File: src/rtl/midi_message_tx.sv
// rtl/midi_message_tx.sv - MIDI message serialiser (8N1, LSB first) with running-status suppression
//
// Accepts one MIDI message (status + 0..2 data bytes) per valid/ready handshake
// and shifts it out on MIDI_OUT at MIDI_BAUD.
//
// Ports:
//   sys_clk     system clock, rising edge
//   sys_rst_n   asynchronous active-low reset
//   MIDI_CMD    status byte of the message
//   MIDI_DAT_0  first data byte
//   MIDI_DAT_1  second data byte
//   MSG_VALID   message present on MIDI_CMD / MIDI_DAT_*
//   MSG_READY   idle, a message can be accepted
//   MIDI_OUT    serial line, idle high
//   TX_BUSY     message in progress
//   MSG_ERR     one-cycle strobe: accepted status byte was invalid, message dropped

`timescale 1ns/1ps

module midi_message_tx #(
  parameter int BYTE_W    = 8,
  parameter int SYSCLK_F  = 24000000,
  parameter int MIDI_BAUD = 31250,
  parameter int RS_ENABLE = 1
) (
  input  logic              sys_clk,
  input  logic              sys_rst_n,
  input  logic [BYTE_W-1:0] MIDI_CMD,
  input  logic [BYTE_W-1:0] MIDI_DAT_0,
  input  logic [BYTE_W-1:0] MIDI_DAT_1,
  input  logic              MSG_VALID,
  output logic              MSG_READY,
  output logic              MIDI_OUT,
  output logic              TX_BUSY,
  output logic              MSG_ERR
);

  localparam int BIT_CNT = SYSCLK_F / MIDI_BAUD;
  localparam int TW      = (BIT_CNT > 1) ? $clog2(BIT_CNT) : 1;
  localparam int IW      = (BYTE_W > 1) ? $clog2(BYTE_W) : 1;
  localparam logic [TW-1:0] TMR_LAST = TW'(BIT_CNT - 1);
  localparam logic [IW-1:0] IDX_LAST = IW'(BYTE_W - 1);

  typedef enum logic [2:0] {
    ST_IDLE,
    ST_LOAD,
    ST_START,
    ST_DATA,
    ST_STOP,
    ST_NEXT
  } state_t;

  state_t state_q, state_d;

  logic [BYTE_W-1:0] cmd_q, d0_q, d1_q;
  logic [BYTE_W-1:0] tx_byte_q;   // byte currently on the line
  logic [BYTE_W-1:0] nxt_byte_q;  // byte to load in NEXT
  logic [BYTE_W-1:0] rs_q;        // stored running status, 0 = none
  logic [1:0]        rem_q;       // bytes still to send after tx_byte_q
  logic [TW-1:0]     bit_tmr_q;
  logic [IW-1:0]     bit_idx_q;
  logic              line_q;
  logic              err_q;

  logic       tick;
  logic       is_status, is_chan, is_common, skip_status;
  logic [1:0] n_data;
  logic [3:0] hi_nib, lo_nib;

  assign hi_nib = cmd_q[BYTE_W-1 -: 4];
  assign lo_nib = cmd_q[BYTE_W-5 -: 4];
  assign tick   = (bit_tmr_q == TMR_LAST);

  // Status decode on the latched command: data-byte count and message class
  always_comb begin
    is_status   = cmd_q[BYTE_W-1];
    is_chan     = 1'b0;
    is_common   = 1'b0;
    n_data      = 2'd0;
    if (is_status) begin
      if (hi_nib != 4'hF) begin
        is_chan = 1'b1;
        n_data  = (hi_nib == 4'hC || hi_nib == 4'hD) ? 2'd1 : 2'd2;
      end else begin
        // 0xF0..0xF7 system common, 0xF8..0xFF realtime
        is_common = ~lo_nib[3];
        case (lo_nib)
          4'h1, 4'h3: n_data = 2'd1;
          4'h2:       n_data = 2'd2;
          default:    n_data = 2'd0;
        endcase
      end
    end
    skip_status = (RS_ENABLE != 0) && is_chan && (cmd_q == rs_q);
  end

  // Next-state logic
  always_comb begin
    state_d = state_q;
    case (state_q)
      ST_IDLE:  if (MSG_VALID) state_d = ST_LOAD;
      ST_LOAD:  state_d = is_status ? ST_START : ST_IDLE;
      ST_START: if (tick) state_d = ST_DATA;
      ST_DATA:  if (tick && bit_idx_q == IDX_LAST) state_d = ST_STOP;
      // The NEXT gap only separates bytes of one message; the last stop
      // bit hands straight back to IDLE.
      ST_STOP:  if (tick) state_d = (rem_q != 2'd0) ? ST_NEXT : ST_IDLE;
      ST_NEXT:  state_d = ST_START;
      default:  state_d = ST_IDLE;
    endcase
  end

  always_ff @(posedge sys_clk or negedge sys_rst_n) begin
    if (!sys_rst_n) begin
      state_q    <= ST_IDLE;
      cmd_q      <= '0;
      d0_q       <= '0;
      d1_q       <= '0;
      tx_byte_q  <= '0;
      nxt_byte_q <= '0;
      rs_q       <= '0;
      rem_q      <= 2'd0;
      bit_tmr_q  <= '0;
      bit_idx_q  <= '0;
      line_q     <= 1'b1;
      err_q      <= 1'b0;
    end else begin
      state_q <= state_d;
      err_q   <= (state_q == ST_LOAD) && !is_status;

      // Line is registered from the state, so the start bit appears one
      // cycle after START is entered (two cycles after the accept edge).
      case (state_q)
        ST_START: line_q <= 1'b0;
        ST_DATA:  line_q <= tx_byte_q[bit_idx_q];
        default:  line_q <= 1'b1;
      endcase

      if (state_q == ST_IDLE && MSG_VALID) begin
        cmd_q <= MIDI_CMD;
        d0_q  <= MIDI_DAT_0;
        d1_q  <= MIDI_DAT_1;
      end

      if (state_q == ST_START || state_q == ST_DATA || state_q == ST_STOP)
        bit_tmr_q <= tick ? '0 : bit_tmr_q + 1'b1;
      else
        bit_tmr_q <= '0;

      if (state_q == ST_DATA) begin
        if (tick) bit_idx_q <= bit_idx_q + 1'b1;
      end else begin
        bit_idx_q <= '0;
      end

      if (state_q == ST_LOAD && is_status) begin
        if (skip_status) begin
          tx_byte_q  <= d0_q;
          nxt_byte_q <= d1_q;
          rem_q      <= n_data - 2'd1;
        end else begin
          tx_byte_q  <= cmd_q;
          nxt_byte_q <= d0_q;
          rem_q      <= n_data;
        end
        if (RS_ENABLE != 0) begin
          if (is_chan)        rs_q <= cmd_q;
          else if (is_common) rs_q <= '0;
        end
      end

      // Only d1 can follow the byte loaded here, whichever byte came first
      if (state_q == ST_NEXT) begin
        tx_byte_q  <= nxt_byte_q;
        nxt_byte_q <= d1_q;
        rem_q      <= rem_q - 2'd1;
      end
    end
  end

  assign MSG_READY = (state_q == ST_IDLE);
  assign TX_BUSY   = (state_q != ST_IDLE);
  assign MIDI_OUT  = line_q;
  assign MSG_ERR   = err_q;

endmodule

File: config.mk
export PLATFORM = sky130hd
export DESIGN_NAME = midi_message_tx
export DESIGN_NICKNAME = d
export VERILOG_FILES = /design/src/rtl/midi_message_tx.sv
export SDC_FILE = /design/constraint.sdc
export NUM_CORES = 1
export LEC_CHECK = 0
export ABC_CLOCK_PERIOD_IN_PS = 1930
export CAP_MARGIN = 10
export CORE_MARGIN = 5
export CORE_UTILIZATION = 28
export CTS_BUF_LIST = sky130_fd_sc_hd__clkbuf_16
export DETAILED_ROUTE_END_ITERATION = 16
export PLACE_DENSITY = 0.55
export SLEW_MARGIN = 20
export SYNTH_ARGS = -nofsm -noshare
export SYNTH_HDL_FRONTEND = slang
export SYNTH_SLANG_ARGS = --single-unit
export TNS_END_PERCENT = 30
File: constraint.sdc
create_clock -name sys_clk -period 1.93 [get_ports sys_clk]
set_clock_uncertainty 0.05 [all_clocks]
set_input_delay 0.579 -clock sys_clk [delete_from_list [all_inputs] [get_ports sys_clk]]
set_output_delay 0.579 -clock sys_clk [all_outputs]
set_load 0.02 [all_outputs]
==> run summary, run 1 <==
The slew at the pin closest to its max-slew limit is 0.381 ns. The die extent in y was 118 µm. TritonCTS built the clock tree. The run gives 0 as the number of warnings printed during yosys synthesis. The run gives 1.86 nW as the leakage component of the power.

The average vias per placed instance works out to 4.83. Initial antenna violation count: 0. Across the VDD grid, the largest voltage drop is 0.000761 V. In the synthesized netlist the dominant register cell turns out to be dfrtp_1. The logs give 0 for the aggregate global routing overflow and 4.09 mW for the internal power consumption.

Floorplan core area: 11,500 µm². For this design, the sink count on the clock tree is 68. Net switching is 30.0% of the power. Timing would allow up to 0.502 GHz. Setup violations remaining at the end of the flow were counted as 7. The run gives 0 as the final-report max-slew violation count.

Path type of the worst min-delay path: in2async. The tool flagged a number of max-cap violations equal to 0. The final reports fail on setup timing. The first global-routing pass estimated 12.1 mm of wire. CTS built an H-tree with a depth of 3.

The critical register-to-register path startpoint is cmd_q[4]$_DFFE_PN0P_. The HPWL after detailed placement is 4.91 mm. In this run, placement finished with an instance count of 472. Hold buffer count at CTS: 0. The floorplan step defined a die boundary enclosing 14,000 µm². The setup check on the worst reg-to-reg path leaves a slack of -0.06 ns.

Dividing the final minimum period by the clock period gives 103%. The wire length after detailed routing came out at 7.26 mm. The number of cells traversed by the worst register-to-register path came out at 6. The critical path is of the reg2reg type. The part of the total power dissipated in sequential elements is 40.1%, and the fraction of layout instances using a drive strength above 1 is 25.6%. The routed layout has 2,369 vias. Area taken by multi-input logic gates: 1450 µm². The global placement routability congestion was 0.778; the total I/O pin count was 31. The startpoint kind of the worst setup timing path was a flop. STA puts the critical path data required time at 2.09 ns. Placement row count: 39.

For the final routed database, the setup TNS stands at -0.350 ns. The cell family contributing the most delay on the critical path is simple AND/OR/NAND/NOR gates. The highest metal layer carrying signal wires in the routed design is met4. Setup repair after global routing could not meet its margin everywhere.

The run gives 1,120 as the number of fillers in the final layout. The run gives 74.6% as the worst-case headroom to the max-slew limit. The fraction of registers with async set/reset was 100%; the iteration-0 DRC count of the detailed router was 69. The number of global-route vias before repair was 2,443.

The critical path goes through xnor2_1, nand2_1, or4_4, buf_12, a31o_2, o22a_1. The sequential standard cell area is 1700 µm², and the die extent in x is 118 µm. Port buffering added 30 buffers.

The worst flop-to-flop path endpoint is nxt_byte_q[7]$_DFFE_PN0P_. For the antenna diode instance count, the log shows 0. Synthesis produced a netlist whose cell count is 289. The initial utilization of the core area, before any placement, comes to 28.6%. Sequential elements use 51.9% of the synthesized area.

After detailed routing, the met3 layer carries 222 µm of wire. The data arrival time of the critical path came out at 2.15 ns. The setup slack after layout is -0.0638 ns.

For this run, the slowest stage of the critical path takes 0.59 ns. Buffers inserted during clock tree synthesis total 9. The total count of hold-check failures in the final report is 0.

In this run, synthesis produced a sequential element count of 68. After detailed routing, the average wire length per cell comes to 14.8 µm. The worst setup path is captured at a flop.

The clock transition time at the flip-flop clock pins of the worst setup and hold paths is 0.06 ns. Final critical delay including setup and external delays: 1.99 ns. In this run the worst path has a maximum fanout of 13. The largest individual stage delay along the critical path comes from the cell or4_4. For the final-stage net count, the log shows 373. The number of remaining DRC errors is 0. Entering global routing, the biggest net connects 69 pins. Yosys mapped the design onto 43 distinct sky130hd cell types.

The tools report the count of nets left with antenna violations after detail routing as 0. Counting flops with a built-in enable in the synthesized netlist gives 0. Averaged over all synthesized cells, the footprint is 11.4 µm².

The flow ran to the end, but the final reports show violations. The tools report the count of TritonRoute iterations in the first routing pass as 4. Combinational cells account for 30.1% of the total power.

The area growth from synthesis to layout is 30.1%. Counting along the longest clock path gives a buffer depth of 2. Met2 layer wire length in the routed design: 3.32 mm. For this block, wires on met1 add up to 3.65 mm.

For the worst-skew pair, the clock arrives at the later sink with an insertion delay of 0.33 ns. Of the total power, the clock network draws 29.8%. For the final cell count without fillers, the log shows 490.

The buffer and inverter count on the worst path is 1, and the overall fraction of global-route tracks in use is 10.5%. When the netlist entered floorplanning its net count stood at 320. Summed over all nets, the switching power comes to 1.75 mW. The tools report the clock tree root driver cell as clkbuf_16. Power comes to 5.84 mW. The mapped netlist covers 3280 µm². Dividing total power by cell area gives a power density of 1370 nW/µm².
flip-flops by register name, summed over array words and instances (netlist names):
name	count
MIDI_OUT	1
MSG_ERR	1
bit_idx_q	3
bit_tmr_q	10
cmd_q	8
d0_q	8
d1_q	8
nxt_byte_q	8
rem_q	2
rs_q	8
state_q	3
tx_byte_q	8
cells in the final DEF, fill, tap and decap left out, types with 11 or more instances in the layout:
cell type,netlist,routed
dfrtp_1,67,66
buf_4,0,28
clkdlybuf4s50_1,0,25
mux2_2,23,23
nor2_1,22,22
nand2_1,17,17
a22oi_1,13,13
a21oi_1,12,12
xnor2_1,11,11
how the worst max path moves through the flow:
stage	from	to	slack, ns	depth (start not counted)
after CTS	cmd_q[3]$_DFFE_PN0P_	nxt_byte_q[7]$_DFFE_PN0P_	-0.04	6
after detailed placement	state_q[0]$_DFFE_PN0P_	MSG_READY	-0.11	3
final	cmd_q[4]$_DFFE_PN0P_	nxt_byte_q[7]$_DFFE_PN0P_	-0.06	6
after floorplan	cmd_q[3]$_DFFE_PN0P_	nxt_byte_q[5]$_DFFE_PN0P_	-0.05	8
after global placement	state_q[0]$_DFFE_PN0P_	MSG_READY	-0.1	3
after global routing	cmd_q[4]$_DFFE_PN0P_	nxt_byte_q[7]$_DFFE_PN0P_	-0.11	6
area by class of cell:
class,count,area share [%]
inverter,9,0.850
timing repair buffer,62,13.8
clock buffer,9,5.27
tap,143,4.19
sequential,68,39.9
multi-input combinational,192,33.9
clock inverter,7,2.14
power by group through the flow:
stage / clock, mW / combinational (mW) / sequential, mW
after detailed placement: 0 / 1.76 / 2.36
after floorplan: 0 / 1.19 / 2.28
final: 1.74 / 1.76 / 2.34
after global placement: 0 / 1.72 / 2.35
after global routing: 1.83 / 1.93 / 2.42
after CTS: 1.78 / 1.74 / 2.35
synthesized netlist by cell type (2+ instances only):
cell | n | area, µm²
a22o_1 | 6 | 52.6
nor3_1 | 2 | 10.0
nor2_1 | 22 | 82.6
inv_1 | 9 | 33.8
mux4_2 | 2 | 45.0
o21ai_0 | 9 | 45.0
mux2i_1 | 10 | 100
and2_1 | 3 | 18.8
a21o_1 | 2 | 15.0
a31o_2 | 7 | 61.3
xor2_1 | 4 | 35.0
nand2_1 | 17 | 63.8
a22oi_1 | 13 | 97.6
a21oi_1 | 12 | 60.1
a31o_1 | 2 | 17.5
buf_2 | 7 | 35.0
o22a_1 | 9 | 78.8
nor2b_1 | 2 | 12.5
ha_1 | 4 | 50.1
a21boi_0 | 9 | 67.6
mux2_2 | 23 | 259
clkbuf_1 | 10 | 37.5
nand3_1 | 7 | 35.0
dfrtp_1 | 67 | 1680
nand3b_1 | 2 | 15.0
xnor2_1 | 11 | 96.3
buf_6 | 2 | 22.5
logic make-up after synthesis:
kind of cell    Yosys count  synth area share (%)
compound gates           76                  16.7
flops                    68                  51.9
simple gates             61                  8.54
mux                      35                  12.3
buf+inv                  29                  4.53
xor+xnor                 16                  4.50
fa+ha+maj                 4                  1.52
repair_timing:
item / in CTS / in global routing
setup buffers: 0 / 1
gates resized for setup: 10 / 7
endpoints found under the setup margin: 13 / 14
pin swaps: 3 / 6
gates cloned: 0 / 1
worst reg2reg max path, delay by kind of cell, from the launching register on:
family,cells,cell delay [ns]
buffers and inverters,1,0.18
flip-flops,1,0.42
XOR/XNOR,1,0.17
AND/OR/NAND/NOR,2,0.68
AO/OA/AOI/OAI,2,0.39
per-stage QoR:
step	setup WS, ns	area (µm²)	util, %	hold slack, ns
global route	-0.107	4270	37.2	0.251
detailed placement	-0.109	3910	34.1	0.434
CTS	-0.0409	4220	36.8	0.236
floorplan	-0.0465	3310	-	0.233
global placement	-0.0998	3910	34.1	0.423
finish	-0.0638	4270	37.2	0.213
layer usage:
metal / GRT usage (%) / vias to the layer above
met2: 15.9 / 32
li1: - / 1145
met5: 0 / -
met4: 2.80 / 0
met3: 3.30 / 7
met1: 14.6 / 1185
Power figures use the tool's default switching activity.
==> inputs of run 2 (changes only) <==
--- a/config.mk
+++ b/config.mk
@@ -8,10 +8,10 @@
 export ABC_CLOCK_PERIOD_IN_PS = 1930
 export CAP_MARGIN = 10
 export CORE_MARGIN = 5
-export CORE_UTILIZATION = 28
+export CORE_UTILIZATION = 51
 export CTS_BUF_LIST = sky130_fd_sc_hd__clkbuf_16
 export DETAILED_ROUTE_END_ITERATION = 16
-export PLACE_DENSITY = 0.55
+export PLACE_DENSITY = 0.84
 export SLEW_MARGIN = 20
 export SYNTH_ARGS = -nofsm -noshare
 export SYNTH_HDL_FRONTEND = slang
==> run 2 against run 1 <==
Design area down 1.7%. Global-route usage up 8.0 points. Combinational power rose by 3%. Clock-buffer cell count is the same. Critical endpoint is now nxt_byte_q[4]$_DFFE_PN0P_. Final cell count fell by 14%. Largest power group unchanged. Wire length grew 1.2%. The flow still finishes with violations (setup timing). Worst hold slack got worse by 0.0099 ns. Die area shrank 42%. Non-clock buffer count is 4 lower.
==> run summary, run 2 (synthesized netlist as in run 1, its figures left out) <==
The tools report the floorplan core area as 6310 µm² (-45%). The signal on the critical path passes through xnor2_2, o2111ai_2, or4_4, buf_12, a31o_4, o22a_1. Wire length after detailed routing: 7.34 mm (+1.2%).

The count of TritonRoute iterations in the first routing pass is 4 (unchanged), and the global-route wire length before repair is 12.2 mm (+0.85%). The period utilization was 106% (+3.2 points); the flip-flop count of the largest register, all copies and words added was 10 (unchanged). TritonCTS built the clock tree. Average vias per placed instance: 5.81 (+20%). The maximum fanout encountered on the critical timing path works out to 7 (-6). After detailed routing, no signal wire sits above met4. The met3 wire length was 455 µm (+100%). The post-DP HPWL was 4.67 mm (-5.1%); the number of cells traversed by the worst register-to-register path was 6 (unchanged). The worst register-to-register path ends at nxt_byte_q[4]$_DFFE_PN0P_.

Worst-case headroom to the max-slew limit: 76.3% (+1.8 points). The slowest stage of the critical path is the or4_4 cell. The logs give 420 (-14%) for the final cell count without fillers and 31 (unchanged) for the total I/O pin count.

For the highest ir drop seen on vdd, the log shows 0.000929 V (+22%). The register with the highest flop count is bit_tmr_q. The logs give 69 (unchanged) for the largest net degree at the start of global routing and 2.09 ns (about the same) for the data required time of the worst path. The tools report the routed length on met1 as 3.06 mm (-16%). Post-placement cell area: 3780 µm² (-3.3%). The library cell used most frequently in the layout, excluding fill and tap cells, is dfrtp_1. The tools report the finished layout cell area as 4200 µm² (-1.7%). Antenna diode instance count: 0 (unchanged). The total power density per cell area is 1350 nW/µm² (-1.6%), and the setup TNS is -1.50 ns (-1.15 ns).

The buffer and inverter count on the worst path came out at 1 (unchanged). The kind of end point of the critical path was a flop. The overall fraction of global-route tracks in use is 18.5% (+8.0 points), and the CTS H-tree depth is 3 (unchanged). The tools report the number of max-cap violations as 0 (unchanged). The number of CTS-inserted buffers is 9 (unchanged), and the initial cell density of the core is 52.0% (+23 points). The die extent in y came out at 90.2 µm (-24%). The leakage component of the power is 1.81 nW (-2.5%). The total number of clock tree sinks was 68 (unchanged); the reg2reg setup slack was -0.13 ns (-0.06 ns).

The clock transition time at the flip-flop clock pins of the worst setup and hold paths was 0.06 ns (about the same); the count of input and output buffers was 30 (unchanged). The global placement routability congestion is 0.786 (+1.0%), and the initial antenna violation count is 0 (unchanged). The tools report the iteration-0 DRC count of the detailed router as 212 (+210%). The vias after detailed routing is 2,439 (+3.0%). In the layout the commonest cells are dfrtp_1, clkdlybuf4s50_1, mux2_2, buf_4, nor2_1. The checks that failed: setup timing. The end-of-flow core utilization was 66.5% (+29 points). The final-stage net count came out at 369 (-1.1%). The data arrival time of the critical path is 2.22 ns (+0.07 ns), and the slew at the pin closest to its max-slew limit is 0.352 ns (-0.0291 ns). The tools report the die area as 8140 µm² (-42%). Setup repair after global routing could not meet its margin everywhere. Among cell families on the critical path, the largest total delay comes from simple AND/OR/NAND/NOR gates. The number of buffers on the longest clock path was 2 (unchanged); the source-to-sink clock delay at the later pin of the worst-skew pair was 0.33 ns (about the same). The cell sitting at the root of the clock tree is a clkbuf_16. The placement row count is 29 (-26%). The path type of the worst setup path was reg2reg. The count of nets left with antenna violations after detail routing is 0 (unchanged), and the hold buffer count at CTS is 0 (unchanged). The path class of the tightest hold or removal check is in2async. From synthesis to final layout, the design area changed by 27.8%. The setup slack after layout is -0.125 ns (-0.0614 ns). The number of global-route vias before repair is 2,573 (+5.3%), and the fraction of layout instances using a drive strength above 1 is 25.9% (+0.30 points). The number of failing setup endpoints in the final timing report is 17 (+10). The die extent in x is 90.2 µm (-24%).

The critical register-to-register path startpoint was rs_q[3]$_DFFE_PN0P_. The number of remaining DRC errors was 0 (unchanged); the worst stage delay on the critical path was 0.65 ns (+0.06 ns). The logs give 3.62 mm (+8.9%) for the met2 layer wire length in the routed design and 0.204 ns (-0.00989 ns) for the worst hold margin. The highest clock frequency the design can meet was 0.487 GHz (-3.0%); the aggregate global routing overflow was 0 (unchanged).

The startpoint kind of the worst setup timing path is a flop. The routed length per placed instance came out at 17.5 µm (+18%). Final critical delay including setup and external delays: 2.06 ns (+0.0614 ns).

The worst slack after detailed placement came out at -0.111 ns (-0.00229 ns). The total count of hold-check failures in the final report is 0 (unchanged). The number of cells in the design after placement was 400 (-15%). The final-report max-slew violation count was 0 (unchanged).

The run finished, with violations left. The post-layout total power came out at 5.65 mW (-3.3%).
-- run 2: worst max-delay path by stage --
stage	start	end	slack, ns	depth (start not counted)
final	rs_q[3]$_DFFE_PN0P_	nxt_byte_q[4]$_DFFE_PN0P_	-0.13	6
after global routing	rs_q[3]$_DFFE_PN0P_	nxt_byte_q[1]$_DFFE_PN0P_	-0.18	6
after CTS	cmd_q[3]$_DFFE_PN0P_	nxt_byte_q[6]$_DFFE_PN0P_	-0.11	6
after detailed placement	rs_q[3]$_DFFE_PN0P_	nxt_byte_q[7]$_DFFE_PN0P_	-0.11	6
after global placement	state_q[0]$_DFFE_PN0P_	MSG_READY	-0.09	3
after floorplan	cmd_q[3]$_DFFE_PN0P_	nxt_byte_q[5]$_DFFE_PN0P_	-0.05	8
-- run 2: worst register-to-register path: stages (launching register included) --
cell       delay [ns]
dfrtp_1          0.40
xnor2_2          0.17
o2111ai_2        0.11
or4_4            0.65
buf_12           0.19
a31o_4           0.21
o22a_1           0.15
-- run 2: timing repair --
item,CTS,global route
gates resized for setup,12,19
gates cloned,2,0
pin swaps,6,13
hold endpoints to repair,0,0
setup buffers,2,0
setup endpoints to repair,16,37
-- run 2: metal layers --
metal | global-route usage (%) | up-vias
met5 | 0 | -
met4 | 7.94 | 0
met3 | 5.51 | 18
met2 | 30.5 | 75
met1 | 22.6 | 1207
li1 | - | 1139
-- run 2: area by class of cell --
cell class,count,area (µm²)
Tap cell,77,96.3
Clock buffer,9,225
Fill cell,473,2120
Sequential cell,68,1700
Clock inverter,7,43.8
Multi-Input combinational cell,192,1510
Timing Repair Buffer,58,578
Inverter,9,36.3
-- run 2: report_power, final --
group | switching [mW] | internal (mW) | total, mW
clock | 0.603 | 0.858 | 1.46
combinational | 0.808 | 1.01 | 1.82
sequential | 0.405 | 1.96 | 2.37
total | 1.82 | 3.83 | 5.65
